File: src/rtl/csr_exec_unit_pkg.sv
// Shared definitions for the CSR execute stage: CSR addresses, funct3 codes,
// control-vector bit positions and the sequencing states.
package csr_exec_unit_pkg;

  localparam logic [11:0] CSR_MSTATUS = 12'h300;
  localparam logic [11:0] CSR_MTVEC   = 12'h305;
  localparam logic [11:0] CSR_MEPC    = 12'h341;
  localparam logic [11:0] CSR_MCAUSE  = 12'h342;

  localparam logic [2:0] F3_CSRRW  = 3'b001;
  localparam logic [2:0] F3_CSRRS  = 3'b010;
  localparam logic [2:0] F3_CSRRC  = 3'b011;
  localparam logic [2:0] F3_CSRRWI = 3'b101;
  localparam logic [2:0] F3_CSRRSI = 3'b110;
  localparam logic [2:0] F3_CSRRCI = 3'b111;

  // Bit positions inside the {wr, rd, ecall, mret} control vector.
  localparam int CTL_WR    = 3;
  localparam int CTL_RD    = 2;
  localparam int CTL_ECALL = 1;
  localparam int CTL_MRET  = 0;

  localparam logic [63:0] ECALL_CAUSE_DEFAULT = 64'd11;

  typedef enum logic [2:0] {
    ST_IDLE,
    ST_READ,
    ST_WRITE,
    ST_TRAP,
    ST_RESP
  } state_t;

  // funct3 values 000 and 100 carry no CSR operation.
  function automatic logic f3_legal(input logic [2:0] f3);
    return f3[1:0] != 2'b00;
  endfunction

endpackage

File: src/rtl/csr_exec_unit_if.sv
// Op/result handshakes and CSR-file bus of the CSR execute stage.
// slave = the execute unit's view, master = the surrounding pipeline/CSR file.
interface csr_exec_unit_if #(
  parameter int XLEN = 64
);
  logic            in_valid;
  logic            in_ready;
  logic [2:0]      in_funct3;
  logic [11:0]     in_csr_addr;
  logic [4:0]      in_rs1_idx;
  logic [XLEN-1:0] in_rs1_data;
  logic [XLEN-1:0] in_pc;
  logic            in_ecall;
  logic            in_mret;

  logic            out_valid;
  logic            out_ready;
  logic [XLEN-1:0] out_rd_data;
  logic            out_redirect;
  logic [XLEN-1:0] out_redirect_pc;
  logic            out_illegal;

  logic [3:0]      csr_ctl;
  logic [11:0]     csr_addr;
  logic [XLEN-1:0] mcause_value;
  logic [XLEN-1:0] write_csr_data;
  logic [XLEN-1:0] read_csr_data;

  modport slave (
    input  in_valid, in_funct3, in_csr_addr, in_rs1_idx, in_rs1_data, in_pc,
           in_ecall, in_mret, out_ready, read_csr_data,
    output in_ready, out_valid, out_rd_data, out_redirect, out_redirect_pc,
           out_illegal, csr_ctl, csr_addr, mcause_value, write_csr_data
  );

  modport master (
    output in_valid, in_funct3, in_csr_addr, in_rs1_idx, in_rs1_data, in_pc,
           in_ecall, in_mret, out_ready, read_csr_data,
    input  in_ready, out_valid, out_rd_data, out_redirect, out_redirect_pc,
           out_illegal, csr_ctl, csr_addr, mcause_value, write_csr_data
  );

endinterface

File: src/rtl/csr_alu.sv
// Combinational CSR new-value compute: RW/RS/RC with register or zimm source,
// plus the write-enable rule (set/clear with rs1 field 0 never writes).
module csr_alu
  import csr_exec_unit_pkg::*;
#(
  parameter int XLEN = 64
) (
  input  logic [2:0]      funct3,
  input  logic [4:0]      rs1_idx,
  input  logic [XLEN-1:0] rs1_data,
  input  logic [XLEN-1:0] old,
  output logic [XLEN-1:0] wdata,
  output logic            wen
);

  logic [XLEN-1:0] src;

  always_comb begin
    src   = funct3[2] ? {{(XLEN-5){1'b0}}, rs1_idx} : rs1_data;
    wdata = old;
    wen   = 1'b0;
    case (funct3)
      F3_CSRRW, F3_CSRRWI: begin
        wdata = src;
        wen   = 1'b1;
      end
      F3_CSRRS, F3_CSRRSI: begin
        wdata = old | src;
        wen   = rs1_idx != 5'd0;
      end
      F3_CSRRC, F3_CSRRCI: begin
        wdata = old & ~src;
        wen   = rs1_idx != 5'd0;
      end
      default: begin
        wdata = old;
        wen   = 1'b0;
      end
    endcase
  end

endmodule

File: src/rtl/csr_exec_unit.sv
// Multi-cycle CSR/ECALL/MRET execute stage: sequences the CSR file through
// read then optional write (or one trap cycle) and returns the old value/redirect.
module csr_exec_unit
  import csr_exec_unit_pkg::*;
#(
  parameter int              XLEN        = 64,
  parameter logic [XLEN-1:0] ECALL_CAUSE = XLEN'(ECALL_CAUSE_DEFAULT)
) (
  input logic            clk,
  input logic            rst,
  csr_exec_unit_if.slave bus
);

  state_t          state_reg, state_next;
  logic [2:0]      funct3_reg;
  logic [11:0]     addr_reg;
  logic [4:0]      rs1_idx_reg;
  logic [XLEN-1:0] rs1_data_reg;
  logic [XLEN-1:0] pc_reg;
  logic            ecall_reg;
  logic            illegal_reg;
  logic            redirect_reg;
  logic [XLEN-1:0] rd_data_reg;
  logic [XLEN-1:0] redirect_pc_reg;

  logic [XLEN-1:0] alu_wdata;
  logic            alu_wen;
  logic            accept;
  logic            trap_op;
  logic [3:0]      ctl;
  logic [11:0]     addr_out;
  logic [XLEN-1:0] mcause_out;
  logic [XLEN-1:0] wdata_out;

  assign accept  = (state_reg == ST_IDLE) && bus.in_valid;
  assign trap_op = bus.in_ecall || bus.in_mret;

  csr_alu #(.XLEN(XLEN)) u_alu (
    .funct3   (funct3_reg),
    .rs1_idx  (rs1_idx_reg),
    .rs1_data (rs1_data_reg),
    .old      (rd_data_reg),
    .wdata    (alu_wdata),
    .wen      (alu_wen)
  );

  always_ff @(posedge clk) begin
    if (!rst) begin
      state_reg       <= ST_IDLE;
      funct3_reg      <= '0;
      addr_reg        <= '0;
      rs1_idx_reg     <= '0;
      rs1_data_reg    <= '0;
      pc_reg          <= '0;
      ecall_reg       <= 1'b0;
      illegal_reg     <= 1'b0;
      redirect_reg    <= 1'b0;
      rd_data_reg     <= '0;
      redirect_pc_reg <= '0;
    end else begin
      state_reg <= state_next;
      if (accept) begin
        funct3_reg      <= bus.in_funct3;
        addr_reg        <= bus.in_csr_addr;
        rs1_idx_reg     <= bus.in_rs1_idx;
        rs1_data_reg    <= bus.in_rs1_data;
        pc_reg          <= bus.in_pc;
        ecall_reg       <= bus.in_ecall;
        illegal_reg     <= !trap_op && !f3_legal(bus.in_funct3);
        redirect_reg    <= trap_op;
        rd_data_reg     <= '0;
        redirect_pc_reg <= '0;
      end
      // The old value doubles as the ALU operand for the following WRITE cycle.
      if (state_reg == ST_READ) rd_data_reg <= bus.read_csr_data;
      if (state_reg == ST_TRAP) redirect_pc_reg <= bus.read_csr_data;
    end
  end

  always_comb begin
    state_next          = state_reg;
    bus.in_ready        = 1'b0;
    bus.out_valid       = 1'b0;
    bus.out_rd_data     = '0;
    bus.out_redirect    = 1'b0;
    bus.out_redirect_pc = '0;
    bus.out_illegal     = 1'b0;
    ctl                 = 4'b0000;
    addr_out            = '0;
    mcause_out          = '0;
    wdata_out           = '0;
    case (state_reg)
      ST_IDLE: begin
        bus.in_ready = 1'b1;
        if (bus.in_valid) begin
          if (trap_op)                       state_next = ST_TRAP;
          else if (f3_legal(bus.in_funct3))  state_next = ST_READ;
          else                               state_next = ST_RESP;
        end
      end
      ST_READ: begin
        ctl[CTL_RD] = 1'b1;
        addr_out    = addr_reg;
        state_next  = alu_wen ? ST_WRITE : ST_RESP;
      end
      ST_WRITE: begin
        ctl[CTL_WR] = 1'b1;
        addr_out    = addr_reg;
        wdata_out   = alu_wdata;
        state_next  = ST_RESP;
      end
      ST_TRAP: begin
        if (ecall_reg) begin
          ctl[CTL_ECALL] = 1'b1;
          wdata_out      = pc_reg;
          mcause_out     = ECALL_CAUSE;
        end else begin
          ctl[CTL_MRET] = 1'b1;
        end
        state_next = ST_RESP;
      end
      ST_RESP: begin
        bus.out_valid       = 1'b1;
        bus.out_rd_data     = rd_data_reg;
        bus.out_redirect    = redirect_reg;
        bus.out_redirect_pc = redirect_pc_reg;
        bus.out_illegal     = illegal_reg;
        if (bus.out_ready) state_next = ST_IDLE;
      end
      default: state_next = ST_IDLE;
    endcase
  end

  assign bus.csr_ctl        = ctl;
  assign bus.csr_addr       = addr_out;
  assign bus.mcause_value   = mcause_out;
  assign bus.write_csr_data = wdata_out;

endmodule

File: src/flat_wrapper.sv
// flat-port wrapper written by rule: the top's interface ports become plain ports
module csr_exec_unit_flat import csr_exec_unit_pkg::*;
#(
  parameter int              XLEN        = 64,
  parameter logic [XLEN-1:0] ECALL_CAUSE = XLEN'(ECALL_CAUSE_DEFAULT)
)
  (clk, rst, bus_in_valid, bus_in_funct3, bus_in_csr_addr, bus_in_rs1_idx, bus_in_rs1_data, bus_in_pc, bus_in_ecall, bus_in_mret, bus_out_ready, bus_read_csr_data, bus_in_ready, bus_out_valid, bus_out_rd_data, bus_out_redirect, bus_out_redirect_pc, bus_out_illegal, bus_csr_ctl, bus_csr_addr, bus_mcause_value, bus_write_csr_data);
  csr_exec_unit_if #(.XLEN(XLEN)) bus_i ();
  input logic clk;
  input logic rst;
  input wire logic [$bits(bus_i.in_valid)-1:0] bus_in_valid;
  input wire logic [$bits(bus_i.in_funct3)-1:0] bus_in_funct3;
  input wire logic [$bits(bus_i.in_csr_addr)-1:0] bus_in_csr_addr;
  input wire logic [$bits(bus_i.in_rs1_idx)-1:0] bus_in_rs1_idx;
  input wire logic [$bits(bus_i.in_rs1_data)-1:0] bus_in_rs1_data;
  input wire logic [$bits(bus_i.in_pc)-1:0] bus_in_pc;
  input wire logic [$bits(bus_i.in_ecall)-1:0] bus_in_ecall;
  input wire logic [$bits(bus_i.in_mret)-1:0] bus_in_mret;
  input wire logic [$bits(bus_i.out_ready)-1:0] bus_out_ready;
  input wire logic [$bits(bus_i.read_csr_data)-1:0] bus_read_csr_data;
  output wire logic [$bits(bus_i.in_ready)-1:0] bus_in_ready;
  output wire logic [$bits(bus_i.out_valid)-1:0] bus_out_valid;
  output wire logic [$bits(bus_i.out_rd_data)-1:0] bus_out_rd_data;
  output wire logic [$bits(bus_i.out_redirect)-1:0] bus_out_redirect;
  output wire logic [$bits(bus_i.out_redirect_pc)-1:0] bus_out_redirect_pc;
  output wire logic [$bits(bus_i.out_illegal)-1:0] bus_out_illegal;
  output wire logic [$bits(bus_i.csr_ctl)-1:0] bus_csr_ctl;
  output wire logic [$bits(bus_i.csr_addr)-1:0] bus_csr_addr;
  output wire logic [$bits(bus_i.mcause_value)-1:0] bus_mcause_value;
  output wire logic [$bits(bus_i.write_csr_data)-1:0] bus_write_csr_data;
  assign bus_i.in_valid = bus_in_valid;
  assign bus_i.in_funct3 = bus_in_funct3;
  assign bus_i.in_csr_addr = bus_in_csr_addr;
  assign bus_i.in_rs1_idx = bus_in_rs1_idx;
  assign bus_i.in_rs1_data = bus_in_rs1_data;
  assign bus_i.in_pc = bus_in_pc;
  assign bus_i.in_ecall = bus_in_ecall;
  assign bus_i.in_mret = bus_in_mret;
  assign bus_i.out_ready = bus_out_ready;
  assign bus_i.read_csr_data = bus_read_csr_data;
  assign bus_in_ready = bus_i.in_ready;
  assign bus_out_valid = bus_i.out_valid;
  assign bus_out_rd_data = bus_i.out_rd_data;
  assign bus_out_redirect = bus_i.out_redirect;
  assign bus_out_redirect_pc = bus_i.out_redirect_pc;
  assign bus_out_illegal = bus_i.out_illegal;
  assign bus_csr_ctl = bus_i.csr_ctl;
  assign bus_csr_addr = bus_i.csr_addr;
  assign bus_mcause_value = bus_i.mcause_value;
  assign bus_write_csr_data = bus_i.write_csr_data;
  csr_exec_unit #(.XLEN(XLEN), .ECALL_CAUSE(ECALL_CAUSE)) u_core (.clk(clk), .rst(rst), .bus(bus_i));
endmodule
File: config.mk
export PLATFORM = sky130hd
export DESIGN_NAME = csr_exec_unit_flat
export DESIGN_NICKNAME = d
export VERILOG_FILES = /design/src/rtl/csr_exec_unit_pkg.sv /design/src/rtl/csr_exec_unit_if.sv /design/src/rtl/csr_alu.sv /design/src/rtl/csr_exec_unit.sv /design/src/flat_wrapper.sv
export SDC_FILE = /design/constraint.sdc
export NUM_CORES = 1
export LEC_CHECK = 0
export CORE_MARGIN = 5
export CORE_UTILIZATION = 35
export CTS_BUF_LIST = sky130_fd_sc_hd__clkbuf_16
export DETAILED_ROUTE_END_ITERATION = 6
export PLACE_DENSITY = 0.65
export SLEW_MARGIN = 20
export SYNTH_ARGS = -nofsm -noshare
export SYNTH_HDL_FRONTEND = slang
export SYNTH_SLANG_ARGS = --single-unit
export TNS_END_PERCENT = 20
File: constraint.sdc
create_clock -name clk -period 2.1 [get_ports clk]
set_input_delay 0.42 -clock clk [delete_from_list [all_inputs] [get_ports clk]]
set_output_delay 0.42 -clock clk [all_outputs]
set_load 0.02 [all_outputs]
==> results of run 1 <==
worst min-delay path: stages:
cell,delay (ns)
clkdlybuf4s50_1,0.39
nand2_1,0.05
a21oi_1,0.05
worst max path at each step:
| stage | endpoint | slack [ns] | from | cells after the start |
|---|---|---|---|---|
| 2_1_floorplan | bus_write_csr_data[1] | -0.002 | u_core.state_reg[0]$_SDFFE_PN0P_ | 7 |
| 3_3_place_gp | bus_write_csr_data[49] | -0.81 | u_core.funct3_reg[1]$_SDFFE_PN0P_ | 6 |
| 3_5_place_dp | bus_write_csr_data[45] | -0.78 | u_core.funct3_reg[0]$_SDFFE_PN0P_ | 6 |
| 4_1_cts | bus_write_csr_data[58] | -0.63 | u_core.funct3_reg[1]$_SDFFE_PN0P_ | 8 |
| 5_1_grt | bus_write_csr_data[15] | -0.66 | u_core.funct3_reg[1]$_SDFFE_PN0P_ | 9 |
| 6_report | bus_write_csr_data[15] | -0.60 | u_core.funct3_reg[1]$_SDFFE_PN0P_ | 9 |
layer usage:
| layer | track usage (%) | up-vias |
|---|---|---|
| li1 | - | 7196 |
| met2 | 45.84 | 752 |
| met3 | 6.959 | 149 |
| met1 | 31.21 | 7406 |
| met5 | 0 | - |
| met4 | 9.513 | 6 |
cell families (layout without fill, tap and decap cells):
kind of cell / count (synthesis) / in the layout
buffers and inverters: 233 / 744
xor gates and xnor gates: 3 / 3
AOI/OAI and AO/OA: 474 / 474
muxes: 5 / 5
DFF: 282 / 282
other: 1 / 63
and+or+nand+nor: 854 / 855
metrics by stage:
step / power, mW / hold WS (ns) / std cells
6_report: 16.48 / 0.4411 / 2944
3_5_place_dp: 9.475 / 0.4437 / 2816
4_1_cts: 16.01 / 0.4202 / 2911
2_1_floorplan: 7.865 / 0.4317 / 1912
3_3_place_gp: 9.427 / 0.4388 / 2816
5_1_grt: 17.13 / 0.4319 / 2944
final cells by class:
class                      instances  area (um^2)
multi-input combinational       1398         8190
tap                              518        648.1
sequential                       282         5658
antenna                            2        5.005
inverter                           4        27.53
fill                            3520        16250
clock inverter                    23        171.4
clock buffer                      38        950.9
timing repair buffer             679         6834
what timing repair did:
item,4_1_cts,5_1_grt
gates cloned,7,11
endpoints found under the setup margin,215,215
buffers inserted,28,26
gates resized for setup,633,720
pin swaps,17,79
power by group:
part,internal [mW],total [mW],switching (mW)
Sequential,5.73,6.05,0.316
Clock,3.60,5.95,2.35
Combinational,1.96,4.47,2.51
placed cells by master (no fill, tap or decap), types with 5 or more instances in the layout:
| cell | count |
|---|---|
| a2111oi_2 | 31 |
| o21ai_1 | 5 |
| nor2b_1 | 59 |
| nand3_1 | 128 |
| clkinv_1 | 6 |
| a21oi_1 | 318 |
| a21oi_2 | 16 |
| a21o_1 | 59 |
| nor3_1 | 5 |
| clkdlybuf4s50_1 | 219 |
| dfxtp_1 | 276 |
| clkbuf_2 | 43 |
| clkinv_2 | 5 |
| clkbuf_16 | 46 |
| buf_2 | 7 |
| nand2_1 | 436 |
| conb_1 | 61 |
| nor2_2 | 14 |
| buf_12 | 41 |
| nor2_4 | 23 |
| a2111oi_4 | 26 |
| nor2_1 | 30 |
| and2_1 | 101 |
| and2_4 | 44 |
| o21ai_0 | 5 |
| buf_6 | 135 |
| buf_4 | 212 |
| buf_8 | 6 |
| inv_1 | 10 |
==> impl_metrics.env, run 1 <==
export IMPL_wirelength_mm=63.43
export IMPL_syn_area_um2=13710
export IMPL_drive_above_1_share_pct=28.22
export IMPL_finClkSkew_ns=0.01862
export IMPL_initial_core_util_pct=35.39
export IMPL_max_cap_violations=0
export IMPL_clock_fmax_mhz=369.8
export IMPL_yosysMostFrequentCell="nand2_1"
export IMPL_crit_buf_inv=5
export IMPL_cts_hold_fix_buffers=0
export IMPL_async_reset_ff_share_pct=0
export IMPL_cts_sinks=282
export IMPL_cp_required_ns=1.68
export IMPL_drt_first_pass_iters=5
export IMPL_vias=15510
export IMPL_placement_io_buffers=432
export IMPL_top_layer="met5"
export IMPL_nets=2617
export IMPL_synth_top_area_share_pct=41.18
export IMPL_synth_cell_types=39
export IMPL_antenna_found_initial=5
export IMPL_slew_violations=0
export IMPL_rsz0062_at_grt="yes"
export IMPL_synth_xor_area_share_pct=0.1917
export IMPL_cp_slowest_cell="dfxtp_2"
export IMPL_grt_pass1_vias=15260
export IMPL_path_class="reg -> out"
export IMPL_syn_inst=1852
export IMPL_setup_tns_final_ns=-64.06
export IMPL_critPathTopFamily="buffers and inverters"
export IMPL_synth_warnings=0
export IMPL_gp_congestion=0.9481
export IMPL_p_leak_nw=9.309
export IMPL_cts_buffers=34
export IMPL_critPathLaunchType="flip-flop"
export IMPL_placed_area_um2=19400
export IMPL_cts_tree="yes"
export IMPL_ys_top_cells_by_area="dfxtp_1 (41%), a21oi_1 (12%), nand2_1 (12%), and2_1 (6.6%), nand3_1 (4.7%)"
export IMPL_clkLatencyLatePin_ns=0.52
export IMPL_wl_met2_mm=31.30
export IMPL_synth_common_cells="nand2_1 (438), a21oi_1 (337), dfxtp_1 (282)"
export IMPL_grt_ovfl_total=0
export IMPL_arrival_ns=2.28
export IMPL_synthSimpleGateAreaFrac_pct=28.78
export IMPL_synth_edf_count=0
export IMPL_cts_htree_levels=2
export IMPL_drt_iter0_drc=1194
export IMPL_hp_class="in -> reg"
export IMPL_setup_violations_final=215
export IMPL_cpPeakStageDelay_ns=0.33
export IMPL_synth_top_family_by_area="simple AND/OR/NAND/NOR gates"
export IMPL_p_per_area_nw_per_um2=732.8
export IMPL_dp_slack_ns=-0.7766
export IMPL_violations="negative setup slack"
export IMPL_synth_compound_area_share_pct=20.15
export IMPL_clkTransAtPathRegs_ns=0.06
export IMPL_whs_path_depth=3
export IMPL_syn2layout_area_growth_pct=64.01
export IMPL_min_from="bus_in_csr_addr[2]"
export IMPL_rows=72
export IMPL_end_kind="output pin"
export IMPL_drc=0
export IMPL_ys_flop_type="dfxtp_1"
export IMPL_worst_ir_drop_vdd_v=0.0005258
export IMPL_wire_per_inst_um=21.54
export IMPL_crit_fanout=6
export IMPL_hold_path_endpoint="u_core.addr_reg[2]$_SDFFE_PN0P_"
export IMPL_track_usage_pct=26.29
export IMPL_final_setup_worst_slack_ns=-0.6045
export IMPL_yosysTopAreaCell="dfxtp_1"
export IMPL_io_pins=494
export IMPL_worst_slew_pin_slew_ns=0.9197
export IMPL_met3WireLength_mm=5.019
export IMPL_path_cells="buf_6, nand2b_4, buf_12, buf_12, buf_4, a21oi_2, a2111oi_4, a21o_1, buf_6"
export IMPL_synthAdderAreaFrac_pct=0
export IMPL_clockBufferDepth=3
export IMPL_synth_seq_cells=282
export IMPL_r2r_cells=8
export IMPL_met1Wirelength_mm=24.63
export IMPL_max_slew_margin_rel_pct=38.69
export IMPL_grt_max_degree=65
export IMPL_avgSynthCellArea_um2=7.402
export IMPL_outcome="complete, but fails checks"
export IMPL_coreArea_um2=38740
export IMPL_die_h_um=207.9
export IMPL_dieArea_um2=43230
export IMPL_synthMuxAreaShare_pct=0.3651
export IMPL_grt_pass1_wl_mm=91.00
export IMPL_fin_area_um2=22490
export IMPL_rr_startpoint="u_core.state_reg[1]$_SDFFE_PN0P_"
export IMPL_dp_hpwl_mm=40.29
export IMPL_rr_endpoint="u_core.rd_data_reg[35]$_SDFFE_PN0P_"
export IMPL_ant_nets=0
export IMPL_hold_viol_final=0
export IMPL_regToRegSetupSlack_ns=0.11
export IMPL_cts_root_buffer="clkbuf_16"
export IMPL_ys_seq_area_share_pct=41.18
export IMPL_dieWidth_um=207.9
export IMPL_period_needed_ns=2.704
export IMPL_drt_vias_per_instance=5.268
export IMPL_fin_util_pct=58.05
export IMPL_period_share_pct=128.8
(Power assumes the default switching activity.)
==> run 2: changes to the inputs <==
Settings changed: CORE_AREA from default to 5 5 186 188, CORE_MARGIN 5 to default, CORE_UTILIZATION 35 to default, DIE_AREA from default to 0 0 191 193, PLACE_DENSITY 0.65 to 0.76.
==> run 2 against run 1 <==
Net effect: the flow still finishes with violations (negative setup slack); die area down 15%; non-clock buffer count down 49; wire length down 2.4%; core utilization up 11 points; via count up 1.1%; maximum frequency up 0.29%; final cell count down 4.1%; sequential power up 0.8%; first-iteration DRC count up 4.1%; critical path type unchanged; design area up 0.46%.
==> impl_metrics.env, run 2 (same netlist as run 1, synthesis figures left out) <==
export IMPL_grt_pass1_vias=15270
export IMPL_drt_first_pass_iters=6
export IMPL_setup_violations_final=213
export IMPL_use_met1_pct=34.89
export IMPL_wirelength_mm=61.91
export IMPL_die_h_um=193
export IMPL_grt_max_degree=87
export IMPL_mostFrequentLayoutCells="nand2_1 (436), a21oi_1 (313), dfxtp_1 (276), clkdlybuf4s50_1 (217), buf_6 (161)"
export IMPL_gp_congestion=0.8935
export IMPL_drc=0
export IMPL_switching_share_pct=33.17
export IMPL_cts_tree="yes"
export IMPL_setup_tns_final_ns=-72.58
export IMPL_coreArea_um2=32950
export IMPL_cpPeakStageDelay_ns=0.41
export IMPL_slew_violations=0
export IMPL_path_cells="buf_6, nand2b_4, buf_12, buf_4, a21oi_1, a2111oi_4, a21o_1, buf_6"
export IMPL_clkPwrFrac_pct=33.9
export IMPL_violations="negative setup slack"
export IMPL_period_needed_ns=2.697
export IMPL_p_leak_nw=9.038
export IMPL_nFillCells=2519
export IMPL_cts_root_buffer="clkbuf_16"
export IMPL_vias=15690
export IMPL_clkTransAtPathRegs_ns=0.07
export IMPL_use_met2_pct=51.83
export IMPL_hold_viol_final=0
export IMPL_ant_nets=0
export IMPL_syn2layout_area_growth_pct=64.77
export IMPL_cp_common_cell="buf_6"
export IMPL_final_common_cell="nand2_1"
export IMPL_hp_class="in -> reg"
export IMPL_end_kind="output pin"
export IMPL_power_switching_mw=5.200
export IMPL_drt_vias_per_instance=5.556
export IMPL_placement_io_buffers=432
export IMPL_crit_fanout=7
export IMPL_cts_sinks=282
export IMPL_period_share_pct=128.4
export IMPL_p_per_area_nw_per_um2=694.0
export IMPL_dp_hpwl_mm=37.94
export IMPL_nets=2565
export IMPL_intPower_mw=10.48
export IMPL_dieArea_um2=36860
export IMPL_final_setup_worst_slack_ns=-0.5967
export IMPL_worst_slew_pin_slew_ns=0.8928
export IMPL_dieWidth_um=191
export IMPL_critPathTopFamily="compound AO/OA/AOI/OAI gates"
export IMPL_cp_required_ns=1.68
export IMPL_wire_per_inst_um=21.93
export IMPL_cts_buffers=31
export IMPL_clock_fmax_mhz=370.8
export IMPL_power_frac_seq_pct=38.9
export IMPL_io_pins=494
export IMPL_fin_util_pct=68.57
export IMPL_clkLatencyLatePin_ns=0.56
export IMPL_arrival_ns=2.28
export IMPL_max_slew_margin_rel_pct=40.48
export IMPL_rsz0062_at_grt="yes"
export IMPL_cp_slowest_cell="a2111oi_4"
export IMPL_antenna_found_initial=5
export IMPL_outcome="complete, but fails checks"
export IMPL_critPathLaunchType="flip-flop"
export IMPL_cts_hold_fix_buffers=0
export IMPL_grt_pass1_wl_mm=87.55
export IMPL_cts_htree_levels=1
export IMPL_dp_slack_ns=-0.6508
export IMPL_drive_above_1_share_pct=27.29
export IMPL_drt_iter0_drc=1243
export IMPL_crit_buf_inv=4
export IMPL_clockBufferDepth=3
export IMPL_met3_usage_pct=7.328
export IMPL_track_usage_pct=29.91
export IMPL_max_cap_violations=0
export IMPL_grt_ovfl_total=0
export IMPL_grt_most_used_layer="met2"
export IMPL_worst_ir_drop_vdd_v=0.0006297
export IMPL_finClkSkew_ns=0.01631
export IMPL_rows=67
export IMPL_path_class="reg -> out"
export IMPL_power_frac_comb_pct=27.2
export IMPL_initial_core_util_pct=41.61
-- run 2: changes by cell type in the layout (fill, tap and decap cells not counted), sizes merged, moves of 2 or more --
cell,change
clkinv,+3
clkdlybuf4s50,-2
diode,+2
clkbuf,-43
clkinvlp,+5
buf,-10
dlygate4sd2,-3
inv,-4
-- run 2: worst paths after layout --
| kind | startpoint | endpoint | slack, ns | cells after the start |
|---|---|---|---|---|
| setup / recovery | u_core.funct3_reg[0]$_SDFFE_PN0P_ | bus_write_csr_data[48] | -0.60 | 8 |
| hold / removal | bus_in_pc[9] | u_core.pc_reg[9]$_SDFFE_PN0P_ | 0.40 | 3 |
| setup reg to reg | u_core.state_reg[2]$_SDFFE_PN0P_ | u_core.rs1_data_reg[22]$_SDFFE_PN0P_ | 0.12 | 9 |
| hold reg to reg | u_core.addr_reg[8]$_SDFFE_PN0P_ | u_core.addr_reg[8]$_SDFFE_PN0P_ | 0.45 | 2 |
-- run 2: stage by stage --
stage	hold slack [ns]	std cells	power (mW)	area, um^2
finish	0.3950	2823	15.68	22590
global route	0.3949	2823	16.22	22590
CTS	0.3748	2800	15.24	21740
detailed placement	0.4435	2713	9.394	19190
global placement	0.4389	2713	9.323	19190
floorplan	0.4317	1912	7.865	13930
-- run 2: metal layers --
metal  up-vias  share of wire (%)
met5         -              0.011
met4         2                5.6
met3       215                9.9
met2       904                 48
met1      7459                 36
li1       7105                  -
-- run 2: worst register-to-register path, stage by stage (launching register included) --
cell,delay [ns]
dfxtp_4,0.36
buf_6,0.12
buf_4,0.15
nor3_4,0.20
buf_4,0.16
and2_4,0.24
buf_12,0.23
buf_12,0.19
nand2_1,0.07
a21oi_1,0.18
-- run 2: final cells by class --
type                       instances  area (um^2)  share of cell area [%]
antenna                            4        10.01                 0.04431
clock buffer                      31        775.7                   3.434
sequential                       282         5660                   25.06
timing repair buffer             630         6860                   30.37
inverter                           4        26.28                  0.1163
clock inverter                    26        200.2                  0.8862
tap                              448        560.5                   2.481
multi-input combinational       1398         8496                   37.61
-- run 2: power groups by stage --
stage	sequential [mW]	combinational [mW]	clock, mW
2_1_floorplan	6.01	1.85	0
3_5_place_dp	6.12	3.27	0
6_report	6.10	4.26	5.32
3_3_place_gp	6.10	3.22	0
4_1_cts	6.05	3.83	5.36
5_1_grt	6.12	4.52	5.58
-- run 2: timing repair --
action                     4_1_cts  5_1_grt
pin swaps                       52       55
setup endpoints to repair      215      215
resized for setup              769      743
gates cloned                    11        7
setup buffers                   24       13
